===== config.mk =====
export PLATFORM = sky130hd
export DESIGN_NAME = seq_detector_prog
export DESIGN_NICKNAME = d
export VERILOG_FILES = /design/src/rtl/seq_detector_pkg.sv /design/src/rtl/seq_shift_matcher.sv /design/src/rtl/seq_detector_prog.sv
export SDC_FILE = /design/constraint.sdc
export NUM_CORES = 1
export LEC_CHECK = 0
export CORE_MARGIN = 10
export CORE_UTILIZATION = 49
export DETAILED_ROUTE_END_ITERATION = 12
export PLACE_DENSITY = 0.76
export SKIP_CTS_REPAIR_TIMING = 1
export SLEW_MARGIN = 15
export SYNTH_ARGS = -nofsm -noshare
export SYNTH_HDL_FRONTEND = slang
export SYNTH_HIERARCHICAL = 1
export SYNTH_SLANG_ARGS = --single-unit

===== constraint.sdc =====
create_clock -name clk -period 3.1 [get_ports clk]
set_clock_uncertainty 0.1 [all_clocks]
set_input_delay 0.62 -clock clk [delete_from_list [all_inputs] [get_ports clk]]
set_output_delay 0.62 -clock clk [all_outputs]
set_load 0.01 [all_outputs]

===== src/rtl/seq_detector_pkg.sv =====
// Shared types and defaults for the serial pattern detector family.
// Holds the legacy fixed-pattern state encoding and the programmable detector's control states.
package seq_detector_pkg;

    localparam int DEF_MAX_LEN = 16;
    localparam int DEF_CNT_W   = 8;

    // Legacy fixed 1011 Moore detector states, kept for existing users.
    typedef enum logic [2:0] {
        S_IDLE,
        S_1,
        S_10,
        S_101,
        S_1011
    } state_t;

    typedef enum logic {
        CTRL_UNCFG,
        CTRL_RUN
    } ctrl_state_t;

endpackage


===== src/rtl/seq_shift_matcher.sv =====
// Shift history of qualified bits and compare its newest len bits against the pattern.
// match is combinational for the bit being shifted in this cycle.
module seq_shift_matcher
    import seq_detector_pkg::*;
#(
    parameter int MAX_LEN = DEF_MAX_LEN,
    parameter int LEN_W   = $clog2(MAX_LEN) + 1
) (
    input  logic               clk,
    input  logic               rst_n,
    input  logic               shift,
    input  logic               in_bit,
    input  logic               flush,
    input  logic [MAX_LEN-1:0] pattern,
    input  logic [LEN_W-1:0]   len,
    input  logic               overlap,
    output logic               match
);

    localparam logic [LEN_W-1:0] FILL_MAX = LEN_W'(MAX_LEN);

    logic [MAX_LEN-1:0] history_q, history_d;
    logic [LEN_W-1:0]   fill_q, fill_d;
    logic [MAX_LEN-1:0] hist_n;
    logic [LEN_W-1:0]   fill_n;
    logic [MAX_LEN-1:0] mask;

    function automatic logic [MAX_LEN-1:0] len_mask(input logic [LEN_W-1:0] l);
        logic [MAX_LEN-1:0] m;
        m = '0;
        for (int i = 0; i < MAX_LEN; i++) begin
            m[i] = (LEN_W'(i) < l);
        end
        return m;
    endfunction

    always_comb begin
        hist_n = {history_q[MAX_LEN-2:0], in_bit};
        fill_n = (fill_q == FILL_MAX) ? fill_q : fill_q + LEN_W'(1);
        mask   = len_mask(len);
        // fill gate keeps stale or never-written history out of the compare
        match  = shift && (fill_n >= len) && (((hist_n ^ pattern) & mask) == '0);
    end

    always_comb begin
        history_d = history_q;
        fill_d    = fill_q;
        if (flush) begin
            history_d = '0;
            fill_d    = '0;
        end else if (shift) begin
            if (match && !overlap) begin
                history_d = '0;
                fill_d    = '0;
            end else begin
                history_d = hist_n;
                fill_d    = fill_n;
            end
        end
    end

    always_ff @(posedge clk or negedge rst_n) begin
        if (!rst_n) begin
            history_q <= '0;
            fill_q    <= '0;
        end else begin
            history_q <= history_d;
            fill_q    <= fill_d;
        end
    end

endmodule


===== src/rtl/seq_detector_prog.sv =====
// Runtime-programmable serial pattern detector with overlap control and saturating hit counter.
// Configuration owns the cycle: a cfg_valid beat drops any coincident input bit.
module seq_detector_prog
    import seq_detector_pkg::*;
#(
    parameter int MAX_LEN = DEF_MAX_LEN,
    parameter int CNT_W   = DEF_CNT_W,
    parameter int LEN_W   = $clog2(MAX_LEN) + 1
) (
    input  logic               clk,
    input  logic               rst_n,
    input  logic               cfg_valid,
    input  logic [MAX_LEN-1:0] cfg_pattern,
    input  logic [LEN_W-1:0]   cfg_len,
    input  logic               cfg_overlap,
    output logic               cfg_err,
    input  logic               in_valid,
    input  logic               in_bit,
    output logic               seq_detected,
    output logic [CNT_W-1:0]   det_count,
    input  logic               clear_count,
    output logic               armed
);

    localparam logic [LEN_W-1:0] LEN_MAX = LEN_W'(MAX_LEN);
    localparam logic [CNT_W-1:0] CNT_MAX = {CNT_W{1'b1}};

    ctrl_state_t        state_q, state_d;
    logic [MAX_LEN-1:0] pattern_q, pattern_d;
    logic [LEN_W-1:0]   len_q, len_d;
    logic               overlap_q, overlap_d;
    logic               cfg_err_q, cfg_err_d;
    logic               seq_detected_q, seq_detected_d;
    logic [CNT_W-1:0]   det_count_q, det_count_d;

    logic cfg_legal;
    logic cfg_load;
    logic shift;
    logic match;

    assign cfg_legal = (cfg_len != '0) && (cfg_len <= LEN_MAX);
    assign cfg_load  = cfg_valid && cfg_legal;
    assign shift     = (state_q == CTRL_RUN) && in_valid && !cfg_valid;

    seq_shift_matcher #(
        .MAX_LEN (MAX_LEN),
        .LEN_W   (LEN_W)
    ) u_matcher (
        .clk     (clk),
        .rst_n   (rst_n),
        .shift   (shift),
        .in_bit  (in_bit),
        .flush   (cfg_load),
        .pattern (pattern_q),
        .len     (len_q),
        .overlap (overlap_q),
        .match   (match)
    );

    always_comb begin
        state_d        = state_q;
        pattern_d      = pattern_q;
        len_d          = len_q;
        overlap_d      = overlap_q;
        cfg_err_d      = cfg_valid && !cfg_legal;
        seq_detected_d = match;
        det_count_d    = det_count_q;

        case (state_q)
            CTRL_UNCFG: if (cfg_load) state_d = CTRL_RUN;
            CTRL_RUN:   state_d = CTRL_RUN;
            default:    state_d = CTRL_UNCFG;
        endcase

        if (cfg_load) begin
            pattern_d = cfg_pattern;
            len_d     = cfg_len;
            overlap_d = cfg_overlap;
        end

        // clear takes priority over a coincident hit
        if (clear_count) begin
            det_count_d = '0;
        end else if (match && (det_count_q != CNT_MAX)) begin
            det_count_d = det_count_q + CNT_W'(1);
        end
    end

    always_ff @(posedge clk or negedge rst_n) begin
        if (!rst_n) begin
            state_q        <= CTRL_UNCFG;
            pattern_q      <= '0;
            len_q          <= '0;
            overlap_q      <= 1'b0;
            cfg_err_q      <= 1'b0;
            seq_detected_q <= 1'b0;
            det_count_q    <= '0;
        end else begin
            state_q        <= state_d;
            pattern_q      <= pattern_d;
            len_q          <= len_d;
            overlap_q      <= overlap_d;
            cfg_err_q      <= cfg_err_d;
            seq_detected_q <= seq_detected_d;
            det_count_q    <= det_count_d;
        end
    end

    assign cfg_err      = cfg_err_q;
    assign seq_detected = seq_detected_q;
    assign det_count    = det_count_q;
    assign armed        = (state_q == CTRL_RUN);

endmodule


==> results of run 1 <==
==> power by group <==
group / switching (mW) / internal (mW) / total (mW)
Combinational: 0.184 / 0.221 / 0.406
Clock: 0.224 / 0.263 / 0.487
Sequential: 0.0659 / 0.749 / 0.815
Total: 0.475 / 1.23 / 1.71
==> Yosys cell counts (2+ instances only) <==
master,count,area [sq um]
dfrtp_1,53,1326
mux2i_1,2,20.02
xnor2_1,13,113.9
nand2b_1,2,12.51
nor4_4,2,42.54
nand4_1,3,18.77
o21ai_0,7,35.03
o211a_1,3,30.03
nor4_1,2,12.51
inv_1,10,37.54
nor2_1,8,30.03
ha_1,8,100.1
o31ai_1,2,15.01
nand2_1,8,30.03
clkbuf_1,3,11.26
or3_1,2,12.51
a21oi_1,13,65.06
a211o_1,2,17.52
and3_1,2,12.51
buf_6,4,45.04
nor3_1,3,15.01
or2_1,2,12.51
nand3_1,5,25.02
nor2b_1,3,18.77
mux2_4,18,270.3
xor2_1,7,61.31
a22o_1,21,183.9
mux2_2,5,56.30
==> path summary, 6_finish.rpt <==
check,from,end,slack [ns],depth (start not counted)
max,u_matcher/fill_q[1],det_count[7],0.08,14
min,rst_n,armed,0.20,2
max reg2reg,u_matcher/fill_q[1],det_count[7],0.08,14
min reg2reg,armed,armed,0.41,1
max in group asynchronous,rst_n,pattern_q[14],2.41,2
min in group clk,armed,armed,0.41,1
==> kinds of logic after synthesis <==
logic type | Yosys count
AOI/OAI and AO/OA | 61
DFF | 53
and+or+nand+nor | 46
muxes | 25
xor gates and xnor gates | 20
buffers and inverters | 19
adders and majority gates | 9
==> cell type report <==
type / count / area share, %
multi-input combinational: 161 / 40.50
sequential: 53 / 37.59
timing repair buffer: 58 / 14.89
tap: 72 / 2.553
clock buffer: 6 / 2.340
clock inverter: 2 / 1.064
inverter: 10 / 1.064
==> per-stage QoR <==
step           hold slack, ns  util [%]  instance area, sq um
2_1_floorplan          0.2244         -                  2818
3_3_place_gp           0.3847     60.14                  3332
3_5_place_dp           0.3848     60.14                  3332
4_1_cts                0.2068     62.31                  3452
5_1_grt                0.2200     63.69                  3528
6_report               0.1986     63.69                  3528
==> flip-flops by register name, summed over array words and instances, names as in the netlist <==
signal               count
u_matcher/fill_q         5
pattern_q               16
seq_detected             1
overlap_q                1
cfg_err                  1
det_count                8
armed                    1
len_q                    5
u_matcher/history_q     15
==> critical path, delay by kind of cell, from the launching register on <==
family,cells,cell delay [ns]
buf+inv,2,0.26
flops,1,0.43
fa+ha+maj,2,0.46
compound gates,5,0.63
simple gates,5,1.07
==> routing by layer <==
metal | GRT usage [%] | vias up | wire length [um]
li1 | - | 967 | -
met1 | 17.12 | 965 | 2607
met2 | 21.56 | 46 | 2913
met3 | 2.646 | 10 | 256
met4 | 4.668 | 0 | 96
met5 | 0 | - | 0
==> metrics, run 1 <==
status=finished, final reports clean; CP Launch Type=register; number of remaining DRC errors=0; setup violators final=0; I/O Buffers=38; Core Region=5540 sq um; vias per cell=5.492; PwrDens=484.1 nW/um^2; Final Max Tran Viols=0; Max Cap Viol=0; DP HPWL=4338 um; final hold vios=0; asr flop ratio synth=100.0%; post-synthesis compound-gate area fraction=16.60%; Syn Nets=269; Initial Util=50.75%; Seq/Total Area, Yosys=47.17%; commonest non-fill, non-tap cells in the layout=dfrtp_1 (53), clkdlybuf4s50_1 (37), a22o_1 (21), buf_4 (20), mux2_4 (18); CTS tree=built; Post-Syn Area=2811 sq um; share of layout cells above drive strength 1=23.10%; Cell Count Post-Placement=348; achievable frequency=331.1 MHz; total chip power=1.708 mW; Worst path max stage delay=0.43 ns; first-pass GRT wire length=9853 um; antenna violations before repair=0; Clock H-tree levels=2; Crit path top cell by count=ha_1; Layout fillers=441; Max-slew headroom=61.70%; most common cell after layout, fill and taps aside=dfrtp_1; worst min-delay path class=in2async; Synth Area in Adders=3.916%; total global routing track utilization=13.24%; fin cells=362; synth unique cells=48; EDFF count, synth=0; crit-path max FO=6; Rows=27; CTS Root Cell=clkbuf_8; number of global-route vias before repair=2019; number of diodes=0; Die Footprint=9167 sq um; CTS Sinks=53; Longest Clk Path Bufs=2; synthesized instance count=233; Setup WS pre-CTS=0.04260 ns; initial drt markers=55; Max VDD drop=0.0002692 V; worst slew pin tran=0.5724 ns; Synthesis Warnings=6; Area Overhead vs Synth=25.50%; multi-input combinational cell area=1429 sq um; crit path capture type=register; syn_area_per_cell=12.07 sq um; CTS clk-pin slew, worst paths=0.09 ns; CP max-delay cell=dfrtp_1; Detailed Routing Iterations Pass 1=4; CP Cell Sequence=inv_1 -> ha_1 -> nand2_2 -> o211ai_1 -> o21ai_1 -> ha_1 -> nand2_1 -> o21ai_2 -> a31oi_2 -> nor4b_2 -> buf_4 -> nand4_1 -> or3_1 -> a21oi_1; Final GP Congestion=0.8270; IO Count=39; setup tns final=0 ns; RSZ-0062 raised after global routing=true; Final min period=3.020 ns; largest family of logic cells by synthesized area=compound AO/OA/AOI/OAI gates; Pleak=1.579 nW; Synth Area in Simple Gates=9.969%; worst skew pair latency=0.30 ns; grt total ovfl=0; largest net degree at the start of global routing=30; CP arrival=3.16 ns; fin crit share=97.43%; Seq. cell area=1326 sq um; Die H=95.75 um; CP required=3.24 ns; wirelength, routed=5873 um; ys flop type=dfrtp_1; Synth Area in XOR/XNOR=6.231%; critical path class=reg2reg; via count=1988; CTS buffer count=5; DIE WIDTH=95.75 um; mux share of post-synthesis cell area=12.33%; Final WS setup=0.07974 ns; number of routed nets with antenna violations=0; #FFs+latches synth=53; WL/cell=16.22 um; nets@finish=325
(Power assumes the default switching activity.)
==> run 2: changes to the inputs <==
--- a/config.mk
+++ b/config.mk
@@ -5,10 +5,12 @@
 export SDC_FILE = /design/constraint.sdc
 export NUM_CORES = 1
 export LEC_CHECK = 0
+export CELL_PAD_IN_SITES_DETAIL_PLACEMENT = 0
+export CELL_PAD_IN_SITES_GLOBAL_PLACEMENT = 2
 export CORE_MARGIN = 10
-export CORE_UTILIZATION = 49
+export CORE_UTILIZATION = 33
 export DETAILED_ROUTE_END_ITERATION = 12
-export PLACE_DENSITY = 0.76
+export PLACE_DENSITY_LB_ADDON = 0.1
 export SKIP_CTS_REPAIR_TIMING = 1
 export SLEW_MARGIN = 15
 export SYNTH_ARGS = -nofsm -noshare
==> run 2 against run 1 <==
The run now ends with setup timing left. Via count increased by 1.4%. Sequential power is 1% lower. Die area grew 38%. Fmax shrank 4.2%. Critical path depth unchanged. Setup slack worse by 0.13 ns. Critical endpoint is now det_count[6].
==> metrics, run 2 (same netlist as run 1, synthesis figures left out) <==
failing checks=setup timing; CTS Root Cell=clkbuf_8; I/O Buffers=38 (unchanged); CTS buffer count=5 (unchanged); wirelength, routed=6556 um (+12%); IO Count=39 (unchanged); critical path class=reg2reg; number of flip-flops in the largest register=16 (unchanged); Max-slew headroom=62.05% (+0.35 points); fin crit share=101.7% (+4.3 points); number of diodes=0 (unchanged); PwrDens=460.6 nW/um^2 (-4.9%); total global routing track utilization=10.08% (-3.2 points); Detailed Routing Iterations Pass 1=4 (unchanged); number of routed nets with antenna violations=0 (unchanged); number of remaining DRC errors=0 (unchanged); antenna violations before repair=0 (unchanged); CP max-delay cell=or4b_4; RSZ-0062 raised after global routing=true; most common cell after layout, fill and taps aside=dfrtp_1; worst reg-to-reg setup slack=-0.05 ns (-0.13 ns); CTS clk-pin slew, worst paths=0.10 ns (about the same); Max Cap Viol=0 (unchanged); Area Overhead vs Synth=29.73%; Pleak=1.627 nW (+3.1%); CP Launch Type=register; Clock Power Share=25.1% (-3.4 points); Max VDD drop=0.0002151 V (-20%); multi-input combinational cell area=1470 sq um (+2.9%); achievable frequency=317.1 MHz (-4.2%); Core Region=8258 sq um (+49%); CP Cell Sequence=inv_2 -> ha_4 -> nand2_4 -> o211ai_1 -> o21ai_1 -> ha_1 -> nand2_1 -> o21ai_2 -> a31oi_4 -> nor4b_4 -> buf_4 -> nand3_1 -> or4b_4 -> o211a_1; vias per cell=5.002 (-8.9%); first-pass GRT wire length=10740 um (+9.0%); worst path bufs/invs=2 (unchanged); Die Footprint=12610 sq um (+38%); Internal=1.173 mW (-4.9%); crit-path max FO=3 (-3); Die H=112.3 um (+17%); via count=2016 (+1.4%); worst slew pin tran=0.5679 ns (-0.004414 ns); Hold Slack=0.1060 ns (-0.09257 ns); share of layout cells above drive strength 1=26.51% (+3.4 points); CP delay by family, top=simple AND/OR/NAND/NOR gates; CP arrival=3.26 ns (+0.10 ns); Comb power frac=27.1% (+3.3 points); grt total ovfl=0 (unchanged); CTS tree=built; WL/cell=16.27 um (+0.27%); largest net degree at the start of global routing=21 (-30%); Layout fillers=812 (+84%); status=finished, violations left; initial drt markers=79 (+44%); DIE WIDTH=112.3 um (+17%); Initial Util=34.05% (-17 points); Final min period=3.153 ns (+0.1332 ns); worst skew pair latency=0.31 ns (about the same); post-placement cell area=3441 sq um (+3.3%); Worst path max stage delay=0.52 ns (+0.09 ns); Final GP Congestion=0.7582 (-8.3%); Sw Pwr=0.5071 mW (+6.8%); worst min-delay path class=in2async; final hold vios=0 (unchanged); commonest non-fill, non-tap cells in the layout=dfrtp_1 (53), clkdlybuf4s50_1 (37), buf_4 (28), a22o_1 (21), mux2_4 (18); DP HPWL=4894 um (+13%); Final WS setup=-0.05344 ns (-0.1332 ns); Final Max Tran Viols=0 (unchanged); Rows=33 (+22%); largest reg by FF count=pattern_q; CTS Sinks=53 (unchanged); setup violators final=2 (+2); Sequential Power Share=47.9% (+0.2 points); nets@finish=333 (+2.5%); Seq. cell area=1326 sq um (unchanged); design area=3647 sq um (+3.4%); CP required=3.20 ns (-0.04 ns); crit path capture type=register; Clock H-tree levels=2 (unchanged); number of global-route vias before repair=2114 (+4.7%); sw frac=30.19% (+2.4 points); Longest Clk Path Bufs=2 (unchanged)
## run 2: final timing paths
path,from,endpoint,depth (start not counted)
setup / recovery,u_matcher/fill_q[1],det_count[6],14
hold / removal,rst_n,det_count[5],1
setup reg to reg,u_matcher/fill_q[1],det_count[6],14
hold reg to reg,armed,armed,1
max in group asynchronous,rst_n,u_matcher/history_q[4],2
min in group clk,armed,armed,1
## run 2: power groups by stage
stage	clock network [mW]	registers (mW)	logic (mW)
after global routing	0.464	0.813	0.499
after CTS	0.441	0.805	0.422
after floorplan	0	0.802	0.280
final	0.421	0.804	0.455
after global placement	0	0.819	0.421
after detailed placement	0	0.818	0.419
## run 2: worst reg2reg max path: stages, from the launching register on
cell and delay, ns:
dfrtp_1 0.42, inv_2 0.09, ha_4 0.15, nand2_4 0.05
o211ai_1 0.16, o21ai_1 0.11, ha_1 0.31, nand2_1 0.06
o21ai_2 0.19, a31oi_4 0.14, nor4b_4 0.36, buf_4 0.17
nand3_1 0.09, or4b_4 0.52, o211a_1 0.13
## run 2: metal layers
| layer | wire length (um) | global-route usage [%] | share of wire [%] |
|---|---|---|---|
| met2 | 3085 | 15.64 | 47 |
| met5 | 0 | 0 | 0 |
| met4 | 80 | 2.030 | 1.2 |
| met3 | 154 | 2.343 | 2.3 |
| met1 | 3236 | 13.94 | 49 |
## run 2: area by class of cell
| class | instances | area share, % |
|---|---|---|
| clock buffers | 6 | 2.264 |
| clock inverters | 2 | 0.3774 |
| inverters | 10 | 1.029 |
| multi-input cells | 161 | 40.31 |
| flip-flops and latches | 53 | 36.36 |
| well taps | 105 | 3.602 |
| repair buffers | 66 | 16.05 |
## run 2: metrics by stage
stage	TNS (ns)	power, mW	utilization, %	worst slack (ns)	std cells
4_1_cts	-0.8665	1.668	42.83	-0.2071	398
5_1_grt	-0.7472	1.776	44.17	-0.1650	403
3_5_place_dp	-0.7856	1.237	41.67	-0.1965	390
3_3_place_gp	-0.1034	1.240	41.67	-0.05766	390
6_report	-0.06574	1.680	44.17	-0.05344	403
2_1_floorplan	0	1.082	-	0.01169	233
